$ cat src/rtl/enet_nios_timer_pkg.sv
// Shared register map, bit positions and reset constants for the cascade timer.
package enet_nios_timer_pkg;

    localparam int unsigned BUS_W   = 16;
    localparam int unsigned ADDR_W  = 3;
    localparam int unsigned SLICE_W = 4;

    localparam logic [ADDR_W-1:0] ADDR_STATUS    = 3'd0;
    localparam logic [ADDR_W-1:0] ADDR_CONTROL   = 3'd1;
    localparam logic [ADDR_W-1:0] ADDR_PERIOD_LO = 3'd2;
    localparam logic [ADDR_W-1:0] ADDR_PERIOD_HI = 3'd3;
    localparam logic [ADDR_W-1:0] ADDR_SNAP_LO   = 3'd4;
    localparam logic [ADDR_W-1:0] ADDR_SNAP_HI   = 3'd5;

    localparam int unsigned STATUS_TO  = 0;
    localparam int unsigned STATUS_RUN = 1;

    localparam int unsigned CTRL_ITO   = 0;
    localparam int unsigned CTRL_CONT  = 1;
    localparam int unsigned CTRL_START = 2;
    localparam int unsigned CTRL_STOP  = 3;

    localparam logic [31:0] PERIOD_RST = 32'hFFFF_FFFF;

endpackage

$ cat src/rtl/enet_nios_cascade_zero_detect.sv
// Combinational zero detect: per-nibble NOR terms ANDed along a cascade chain.
module enet_nios_cascade_zero_detect #(
    parameter int unsigned COUNT_W = 32
) (
    input  logic [COUNT_W-1:0] count,
    output logic               zero_c
);
    import enet_nios_timer_pkg::*;

    localparam int unsigned NSLICE = (COUNT_W + SLICE_W - 1) / SLICE_W;
    localparam int unsigned PAD_W  = NSLICE * SLICE_W;

    logic [PAD_W-1:0] padded;
    logic [NSLICE:0]  cascade;

    // Zero-extend so a width that is not a multiple of the slice still works.
    assign padded     = PAD_W'(count);
    assign cascade[0] = 1'b1;

    for (genvar i = 0; i < NSLICE; i++) begin : g_slice
        assign cascade[i+1] = cascade[i] & ~(|padded[i*SLICE_W +: SLICE_W]);
    end

    assign zero_c = cascade[NSLICE];

endmodule

$ cat src/rtl/enet_nios_cascade_timer.sv
// Avalon-style down-counting interval timer with sticky timeout and irq.
// Optional counter snapshot registers enabled by ENET_NIOS_TIMER_SNAPSHOT_EN.
module enet_nios_cascade_timer #(
    parameter int unsigned COUNT_W = 32
) (
    input  logic        clk,
    input  logic        reset,
    input  logic        chipselect,
    input  logic [2:0]  address,
    input  logic        write_n,
    input  logic [15:0] writedata,
    output logic [15:0] readdata,
    output logic        irq
);
    import enet_nios_timer_pkg::*;

    logic [COUNT_W-1:0] counter, counter_nxt;
    logic [COUNT_W-1:0] period, period_nxt;
    logic               run, run_nxt;
    logic               to, to_nxt;
    logic               ito, ito_nxt;
    logic               cont, cont_nxt;
    logic [BUS_W-1:0]   rdata_nxt;
    logic               count_zero;
    logic               wr, rd, wr_period, zero_hit;
    logic [31:0]        period_wide;
`ifdef ENET_NIOS_TIMER_SNAPSHOT_EN
    logic [COUNT_W-1:0] snap, snap_nxt;
    logic [31:0]        snap_wide;
`endif

    enet_nios_cascade_zero_detect #(.COUNT_W(COUNT_W)) u_zero (
        .count  (counter),
        .zero_c (count_zero)
    );

    // Next-state for counter, control/status flags and the read-data register.
    always_comb begin
        wr          = chipselect & ~write_n;
        rd          = chipselect & write_n;
        wr_period   = wr & ((address == ADDR_PERIOD_LO) | (address == ADDR_PERIOD_HI));
        zero_hit    = run & count_zero;
        period_wide = 32'(period);

        if (wr && address == ADDR_PERIOD_LO) period_wide[15:0]  = writedata;
        if (wr && address == ADDR_PERIOD_HI) period_wide[31:16] = writedata;
        period_nxt = COUNT_W'(period_wide);

        counter_nxt = counter;
        if (wr_period)     counter_nxt = period_nxt;
        else if (zero_hit) counter_nxt = period;
        else if (run)      counter_nxt = counter - COUNT_W'(1);

        ito_nxt  = ito;
        cont_nxt = cont;
        if (wr && address == ADDR_CONTROL) begin
            ito_nxt  = writedata[CTRL_ITO];
            cont_nxt = writedata[CTRL_CONT];
        end

        // Period writes and STOP dominate; a late START cannot revive a stopped count.
        run_nxt = run;
        if (wr_period)
            run_nxt = 1'b0;
        else if (wr && address == ADDR_CONTROL && writedata[CTRL_STOP])
            run_nxt = 1'b0;
        else if (zero_hit && !cont)
            run_nxt = 1'b0;
        else if (wr && address == ADDR_CONTROL && writedata[CTRL_START])
            run_nxt = 1'b1;

        to_nxt = to;
        if (zero_hit)                         to_nxt = 1'b1;
        else if (wr && address == ADDR_STATUS) to_nxt = 1'b0;

`ifdef ENET_NIOS_TIMER_SNAPSHOT_EN
        snap_nxt  = snap;
        if (wr && address == ADDR_SNAP_LO) snap_nxt = counter;
        snap_wide = 32'(snap);
`endif

        rdata_nxt = readdata;
        if (rd) begin
            rdata_nxt = '0;
            case (address)
                ADDR_STATUS: begin
                    rdata_nxt[STATUS_TO]  = to;
                    rdata_nxt[STATUS_RUN] = run;
                end
                ADDR_CONTROL: begin
                    rdata_nxt[CTRL_ITO]  = ito;
                    rdata_nxt[CTRL_CONT] = cont;
                end
                ADDR_PERIOD_LO: rdata_nxt = 16'(32'(period));
                ADDR_PERIOD_HI: rdata_nxt = 16'(32'(period) >> 16);
`ifdef ENET_NIOS_TIMER_SNAPSHOT_EN
                ADDR_SNAP_LO:   rdata_nxt = snap_wide[15:0];
                ADDR_SNAP_HI:   rdata_nxt = snap_wide[31:16];
`endif
                default:        rdata_nxt = '0;
            endcase
        end
    end

    always_ff @(posedge clk) begin
        if (reset) begin
            counter  <= COUNT_W'(PERIOD_RST);
            period   <= COUNT_W'(PERIOD_RST);
            run      <= 1'b0;
            to       <= 1'b0;
            ito      <= 1'b0;
            cont     <= 1'b0;
            readdata <= '0;
            irq      <= 1'b0;
`ifdef ENET_NIOS_TIMER_SNAPSHOT_EN
            snap     <= '0;
`endif
        end else begin
            counter  <= counter_nxt;
            period   <= period_nxt;
            run      <= run_nxt;
            to       <= to_nxt;
            ito      <= ito_nxt;
            cont     <= cont_nxt;
            readdata <= rdata_nxt;
            irq      <= to_nxt & ito_nxt;
`ifdef ENET_NIOS_TIMER_SNAPSHOT_EN
            snap     <= snap_nxt;
`endif
        end
    end

endmodule

$ cat config.mk
export PLATFORM = sky130hd
export DESIGN_NAME = enet_nios_cascade_timer
export DESIGN_NICKNAME = d
export VERILOG_FILES = /design/src/rtl/enet_nios_timer_pkg.sv /design/src/rtl/enet_nios_cascade_zero_detect.sv /design/src/rtl/enet_nios_cascade_timer.sv
export SDC_FILE = /design/constraint.sdc
export NUM_CORES = 1
export LEC_CHECK = 0
export CELL_PAD_IN_SITES_DETAIL_PLACEMENT = 2
export CELL_PAD_IN_SITES_GLOBAL_PLACEMENT = 2
export CORE_MARGIN = 4
export CORE_UTILIZATION = 32
export CTS_CLUSTER_SIZE = 28
export DETAILED_ROUTE_END_ITERATION = 7
export PLACE_DENSITY_LB_ADDON = 0.1
export SYNTH_ARGS = -nofsm -noshare
export SYNTH_HDL_FRONTEND = slang
export SYNTH_SLANG_ARGS = --single-unit
$ cat constraint.sdc
create_clock -name clk -period 2.5 [get_ports clk]
set_input_delay 0.5 -clock clk [delete_from_list [all_inputs] [get_ports clk]]
set_output_delay 0.5 -clock clk [all_outputs]
set_load 0.02 [all_outputs]
==> impl_results.md, run 1 <==
* Status: finished clean
* CTS max path bufs at 2
* WL/cell at approximately 23 um
* Drt pass-1 iters at 4
* Worst Tran Pin Value at ~1 ns
* DPL Wire Length at approximately 13000 um
* Initial Utilization at around a third
* Max Slew Vio Count at 0
* Multi-input logic area at 2550 um^2
* Clk sinks at 85
* WL final at about 17000 um
* Mapped Cells at between 400 and 500
* Starting DRT DRC Count at around 230
* Data arrival time of the worst path at ~2.7 ns
* Pwr/cell area at approximately 560 nW/um^2
* Post-synth EDFFs at 0
* Die height at 126 um
* Post-synth top area cell: dfxtp_1
* LEAKAGE at 2.21 nW
* Root Driver: clkbuf_16
* DRC Markers at 0
* Switching Share at between 20% and 30%
* Final hold vios at 0
* R2R Path Start: counter[3]$_SDFFE_PP1P_
* Floorplan core area at around 13000 um^2
* Post-DRT Antenna Nets at 0
* R2R setup slack at 0.08 ns
* CP peak stage delay at between 0.6 and 0.7 ns
* CTS Buf Count at 9
* Via density at 5.68
* Hold EP: readdata[9]$_SDFFE_PP0P_
* H-tree depth at 3
* Register area at 1700 um^2
* First-pass GRT wire length at ~27000 um
* Slowest cell on the critical path: or4_4
* Worst VDD drop at between 0.4 and 0.5 mV
* # fillers at 1487
* Fin crit share at between 90% and 100%
* Minimum hold slack at 0.494 ns
* Largest net degree at the start of global routing at 33
* Switching Power at ~0.81 mW
* CP Launch Point: counter[3]$_SDFFE_PP1P_
* CP endpoint kind: flip-flop
* GRT Total Usage at 21.8%
* Via count at between 4000 and 5000
* Synth unique cells at 67
* CTS tree: yes
* Area grow syn2layout at 27.0%
* # IOs at 40
* Initial antenna violation count at 1
* Crit start category: flip-flop
* Reg2reg end: counter[29]$_SDFFE_PP1P_
* Clock Skews at between 0.007 and 0.008 ns
* Post-CTS Hold Buffers at 0
* Power share of the clock group at 43.7%
* Chip Width at approximately 130 um
* GPL Wtd Cong at ~0.78
* Seq cells post-synth at 85
* Final setup viols at 0
* CP required at about 2.7 ns
* Worst-path clk slew at around 0.070 ns
* WS Path Type: flip-flop to flip-flop
* # diodes at 0
* RSZ-0062 raised after global routing: no
* Max Freq at between 400 and 500 MHz
* Port buffer count at 39
* Vias in the first global route at 4386
* Total internal power at 2.32 mW
* Ys async rst share at 0%
* Seq pwr share at between 40 and 50%
* Worst-path cell chain: buf_4, or4_1, or4_4, o31a_1, a211oi_2, o31ai_2
* Ys flop type: dfxtp_1
* Buf/Inv on CP at 1
* Layout Nets at about 580
* Hold Path Stages at 2
* Post-Syn Area per Cell at 9.08 um^2
* Share of the synthesized area in the top cell type at between 30% and 40%
* Mapped Area at roughly 4400 um^2
* Fin util at 42.0%
* Die area at 15800 um^2
* Comb power frac at approximately 10%
* R2R cell count at 6
* Hold WC Path Type: flip-flop to flip-flop
* Max Cap Viol at 0
* Synth area leaders: dfxtp_1 (38%), mux2i_1 (7.0%), a211o_1 (5.3%)
* Layout cells sized above 1 at 18.4%
* Sequential area share after synthesis at 38.4%
* Remaining Overflow, GRT at 0
* Minimum clock period at about 2.4 ns
* Syn nets at approximately 500
* Crit-path max FO at 15
* Latest clock arrival within the worst-skew pair at about 0.35 ns
* Hold wc startpoint: readdata[9]$_SDFFE_PP0P_
* YS warnings at 0
* CP top delay family: simple AND/OR/NAND/NOR gates
* Worst slew margin at between 30% and 40%
* Rows at 42
[registers in the layout, summed over array words and instances, names as in the netlist]
signal    count
counter      32
period       32
readdata     16
cont          1
irq           1
ito           1
run           1
to            1
[cells in the mapped netlist, types with 5 or more instances]
cell,count
a211o_1,27
a21oi_1,16
a22oi_1,25
and3_1,21
buf_2,5
clkbuf_1,31
dfxtp_1,85
inv_1,8
mux2i_1,31
nand2_1,21
nand3_1,7
nor2_1,40
nor3_1,18
nor3b_1,10
nor4_1,8
o21ai_0,10
o21ai_1,17
or3_1,6
or4_1,5
xnor2_1,9
xor2_1,7
[layer usage]
layer	global-route usage (%)	share of wire, %
met4	4.46	1.0
met3	4.57	4.4
met1	31.0	47
met5	0	0
met2	34.3	48
[cell usage in the layout, fill, tap and decap left out, types with 6 or more instances in the layout]
cell type,instances
buf_4,47
or3_1,6
clkbuf_16,9
nor3_1,17
nand2_1,21
o21ai_1,17
a21oi_1,16
inv_1,7
xor2_1,7
mux2i_1,31
o21ai_0,10
nor2_1,39
nand3_1,7
a211o_1,27
a22oi_1,25
and3_1,21
nor3b_1,10
xnor2_1,9
clkdlybuf4s50_1,37
dfxtp_1,84
nor4_1,8
[power groups by stage]
stage | Combinational, mW | Sequential [mW] | Clock [mW]
CTS | 0.313 | 1.45 | 1.40
detailed placement | 0.310 | 1.48 | 0
global route | 0.339 | 1.45 | 1.45
finish | 0.313 | 1.45 | 1.37
global placement | 0.301 | 1.47 | 0
floorplan | 0.160 | 1.47 | 0
[stage by stage]
stage	TNS, ns	cell area (um^2)	setup slack (ns)	std cells	power, mW
after floorplan	0	4430	0.0841	488	1.63
after global placement	-1.19	5280	-0.130	712	1.77
after detailed placement	-1.66	5280	-0.185	712	1.79
after CTS	0	5570	0.0340	728	3.15
after global routing	0	5630	0.00431	731	3.24
final	0	5630	0.0833	731	3.13
[kinds of logic after synthesis]
logic type,Yosys count,synth area share (%)
compound gates,132,22.0
xor+xnor,16,3.16
flops,85,38.4
fa+ha+maj,2,0.564
mux,35,8.52
simple gates,169,22.4
buf+inv,49,4.88
[area by class of cell]
| class | instances | share of cell area (%) |
|---|---|---|
| inverters | 8 | 0.533 |
| well taps | 176 | 3.91 |
| repair buffers | 92 | 14.8 |
| clock inverters | 6 | 1.13 |
| multi-input cells | 354 | 45.3 |
| flip-flops and latches | 85 | 30.2 |
| clock buffers | 10 | 4.07 |
[worst register-to-register path, stage by stage, from the launching register on]
cell,delay [ns]
dfxtp_1,0.32
buf_4,0.15
or4_1,0.44
or4_4,0.68
o31a_1,0.30
a211oi_2,0.31
o31ai_2,0.10
[worst max-delay path by stage]
stage | cells after the start | endpoint | slack [ns]
final | 6 | counter[29]$_SDFFE_PP1P_ | 0.08
after global routing | 7 | counter[25]$_SDFFE_PP1P_ | 0.004
after CTS | 8 | counter[14]$_SDFFE_PP1P_ | 0.03
after detailed placement | 6 | counter[7]$_SDFFE_PP1P_ | -0.19
after global placement | 6 | counter[8]$_SDFFE_PP1P_ | -0.13
after floorplan | 7 | counter[0]$_SDFFE_PP1P_ | 0.08
[repair_timing]
item                                    in CTS  in global routing
gates resized for setup                      0                 10
buffers inserted                             0                  3
endpoints found under the setup margin       0                 10
Note: power is estimated with default switching activity, not from simulation.
==> run 2, diff against run 1 <==
--- a/config.mk
+++ b/config.mk
@@ -12,6 +12,7 @@
 export CTS_CLUSTER_SIZE = 28
 export DETAILED_ROUTE_END_ITERATION = 7
 export PLACE_DENSITY_LB_ADDON = 0.1
+export SETUP_SLACK_MARGIN = 0.2
 export SYNTH_ARGS = -nofsm -noshare
 export SYNTH_HDL_FRONTEND = slang
 export SYNTH_SLANG_ARGS = --single-unit
==> run 2 against run 1 <==
Cell count up 0.27%; non-clock buffer count up 1; clock skew down 0.0020 ns; critical path depth up 2; critical endpoint is now counter[30]$_SDFFE_PP1P_; clock power up 8%; hold slack worse by 0.0083 ns; critical path type unchanged; global-route usage down 0.82 points; sequential power about the same; routed wire length down 0.43%.
==> impl_results.md, run 2 (same netlist as run 1, synthesis figures left out) <==
* CP endpoint kind: flip-flop
* Placed cell area at roughly 5200 um^2
* GPL Wtd Cong at roughly 0.84
* Status: finished clean
* Final setup viols at 0
* Initial Utilization at between 30% and 40%
* Most Crowded Layer GR: met2
* WS Path Type: flip-flop to flip-flop
* First-pass GRT wire length at roughly 26000 um
* CTS max path bufs at 2
* CTS tree: yes
* Vias in the first global route at approximately 4500
* Clk sinks at 85
* Pre-CTS WS at -0.0304 ns
* Floorplan core area at around 13000 um^2
* Seq pwr share at roughly 45%
* Hold wc startpoint: counter[30]$_SDFFE_PP1P_
* GRT Total Usage at a little over a fifth
* Reg2reg end: counter[30]$_SDFFE_PP1P_
* RSZ-0062 raised after global routing: yes
* Max Freq at between 400 and 500 MHz
* Chip Width at 126 um
* Via count at approximately 4100
* Switching Share at around 25%
* Pwr/cell area at between 500 and 600 nW/um^2
* Final worst slack at between 0.1 and 0.15 ns
* CP peak stage delay at roughly 0.53 ns
* Biggest regs: counter (32), period (32), readdata (16)
* Met2 GRT Util at a little under two fifths
* Placed Cells at about 710
* Total internal power at 2.42 mW
* Die area at roughly 16000 um^2
* CTS Buf Count at 9
* Layout Nets at 577
* Hold EP: counter[30]$_SDFFE_PP1P_
* Latest clock arrival within the worst-skew pair at approximately 0.35 ns
* CP top delay family: simple AND/OR/NAND/NOR gates
* Port buffer count at 39
* Initial antenna violation count at 0
* Root Driver: clkbuf_16
* Fin util at 42.8%
* # IOs at 40
* Drt pass-1 iters at 4
* Worst VDD drop at 0.302 mV
* Buf/Inv on CP at 2
* CP required at 2.74 ns
* WL/cell at 23.3 um
* Final hold vios at 0
* Starting DRT DRC Count at roughly 200
* Slowest cell on the critical path: or4bb_1
* Post-DRT Antenna Nets at 0
* Cell area after layout at roughly 5700 um^2
* DRC Markers at 0
* H-tree depth at 3
* Met3 GRT Util at around 2.8%
* Clock Skews at ~0.0053 ns
* Via density at 5.66
* # diodes at 0
* Max Cap Viol at 0
* Largest net degree at the start of global routing at 28
* Crit start category: flip-flop
* DPL Wire Length at 12000 um
* Crit-path max FO at 4
* Layout cells sized above 1 at 20.8%
* # fillers at 1454
* Power share of the clock group at 45.8%
* Setup_tns at 0 ns
* Worst-path clk slew at about 0.070 ns
* R2R Path Start: counter[1]$_SDFFE_PP1P_
* Area grow syn2layout at 29.4%
* Comb power frac at 9.4%
* Worst Tran Pin Value at between 0.6 and 0.7 ns
* Fin crit share at between 90% and 100%
* Worst-path cell chain: inv_2, ha_1, or4bb_1, nor4_1, buf_4, mux2_2, a32oi_1, nand2_1
* Data arrival time of the worst path at ~2.6 ns
* Rows at 42
* Worst slew margin at a little over half
* Hold WC Path Type: flip-flop to flip-flop
* R2R setup slack at about 0.14 ns
* LEAKAGE at 2.26 nW
* Max Slew Vio Count at 0
* Switching Power at roughly 0.82 mW
* Minimum clock period at roughly 2.4 ns
* Commonest non-fill, non-tap cell in the layout: dfxtp_1
* Hold Path Stages at 2
* WL final at 17100 um
* Die height at ~130 um
* R2R cell count at 8
* Most frequent cells in the layout: dfxtp_1 (83), buf_4 (47), nor2_1 (39), clkdlybuf4s50_1 (37), mux2i_1 (31)
* Grt met1 use at 26.7%
* Remaining Overflow, GRT at 0
* Non-Filler Instances at roughly 730
## run 2: repair_timing
item | CTS | global route
gates cloned | 0 | 1
gates resized for setup | 1 | 19
buffers inserted | 3 | 6
pin swaps | 3 | 7
hold buffers | 0 | 0
hold endpoints to repair | 0 | 0
endpoints found under the setup margin | 14 | 19
## run 2: metrics by stage
stage                     hold WS, ns  power (mW)
after detailed placement        0.478        1.78
after floorplan                 0.434        1.63
after global routing            0.506        3.37
after CTS                       0.492        3.27
after global placement          0.458        1.77
final                           0.486        3.24
## run 2: worst max path at each step
| stage | startpoint | end | cells after the start |
|---|---|---|---|
| 2_1_floorplan | counter[7]$_SDFFE_PP1P_ | counter[29]$_SDFFE_PP1P_ | 7 |
| 3_3_place_gp | address[2] | counter[20]$_SDFFE_PP1P_ | 7 |
| 3_5_place_dp | write_n | counter[22]$_SDFFE_PP1P_ | 7 |
| 4_1_cts | counter[0]$_SDFFE_PP1P_ | counter[29]$_SDFFE_PP1P_ | 5 |
| 5_1_grt | counter[1]$_SDFFE_PP1P_ | counter[30]$_SDFFE_PP1P_ | 8 |
| 6_report | counter[1]$_SDFFE_PP1P_ | counter[30]$_SDFFE_PP1P_ | 8 |
## run 2: per-layer routing
metal / part of all wire (%) / routed length, um
met1: 45 / 7690
met2: 52 / 8800
met3: 1.9 / 328
met4: 1.5 / 248
met5: 0 / 0
## run 2: worst min-delay path, cell delays in order, from the launching register on
cell	delay [ns]
dfxtp_1	0.32
o21ai_0	0.07
nand2_1	0.06
## run 2: power groups by stage
stage               clock network (mW)  logic [mW]  registers, mW
floorplan                            0       0.161           1.47
global placement                     0       0.293           1.47
detailed placement                   0       0.304           1.48
CTS                               1.52       0.305           1.45
global route                      1.58       0.332           1.46
finish                            1.48       0.306           1.45
## run 2: final cells by class
| cell class | instances | area, um^2 | area share [%] |
|---|---|---|---|
| flip-flops and latches | 85 | 1700 | 29.7 |
| clock inverters | 7 | 100 | 1.75 |
| multi-input cells | 355 | 2620 | 45.7 |
| well taps | 176 | 220 | 3.84 |
| inverters | 8 | 32.5 | 0.567 |
| clock buffers | 9 | 225 | 3.93 |
| repair buffers | 93 | 830 | 14.5 |
==> run 3, diff against run 2 <==
--- a/config.mk
+++ b/config.mk
@@ -11,8 +11,10 @@
 export CORE_UTILIZATION = 32
 export CTS_CLUSTER_SIZE = 28
 export DETAILED_ROUTE_END_ITERATION = 7
+export GPL_ROUTABILITY_DRIVEN = 0
 export PLACE_DENSITY_LB_ADDON = 0.1
 export SETUP_SLACK_MARGIN = 0.2
+export SKIP_LAST_GASP = 1
 export SYNTH_ARGS = -nofsm -noshare
 export SYNTH_HDL_FRONTEND = slang
 export SYNTH_SLANG_ARGS = --single-unit
==> results of run 3 <==
No change in the layout: final DEF, timing and power equal those of run 2.
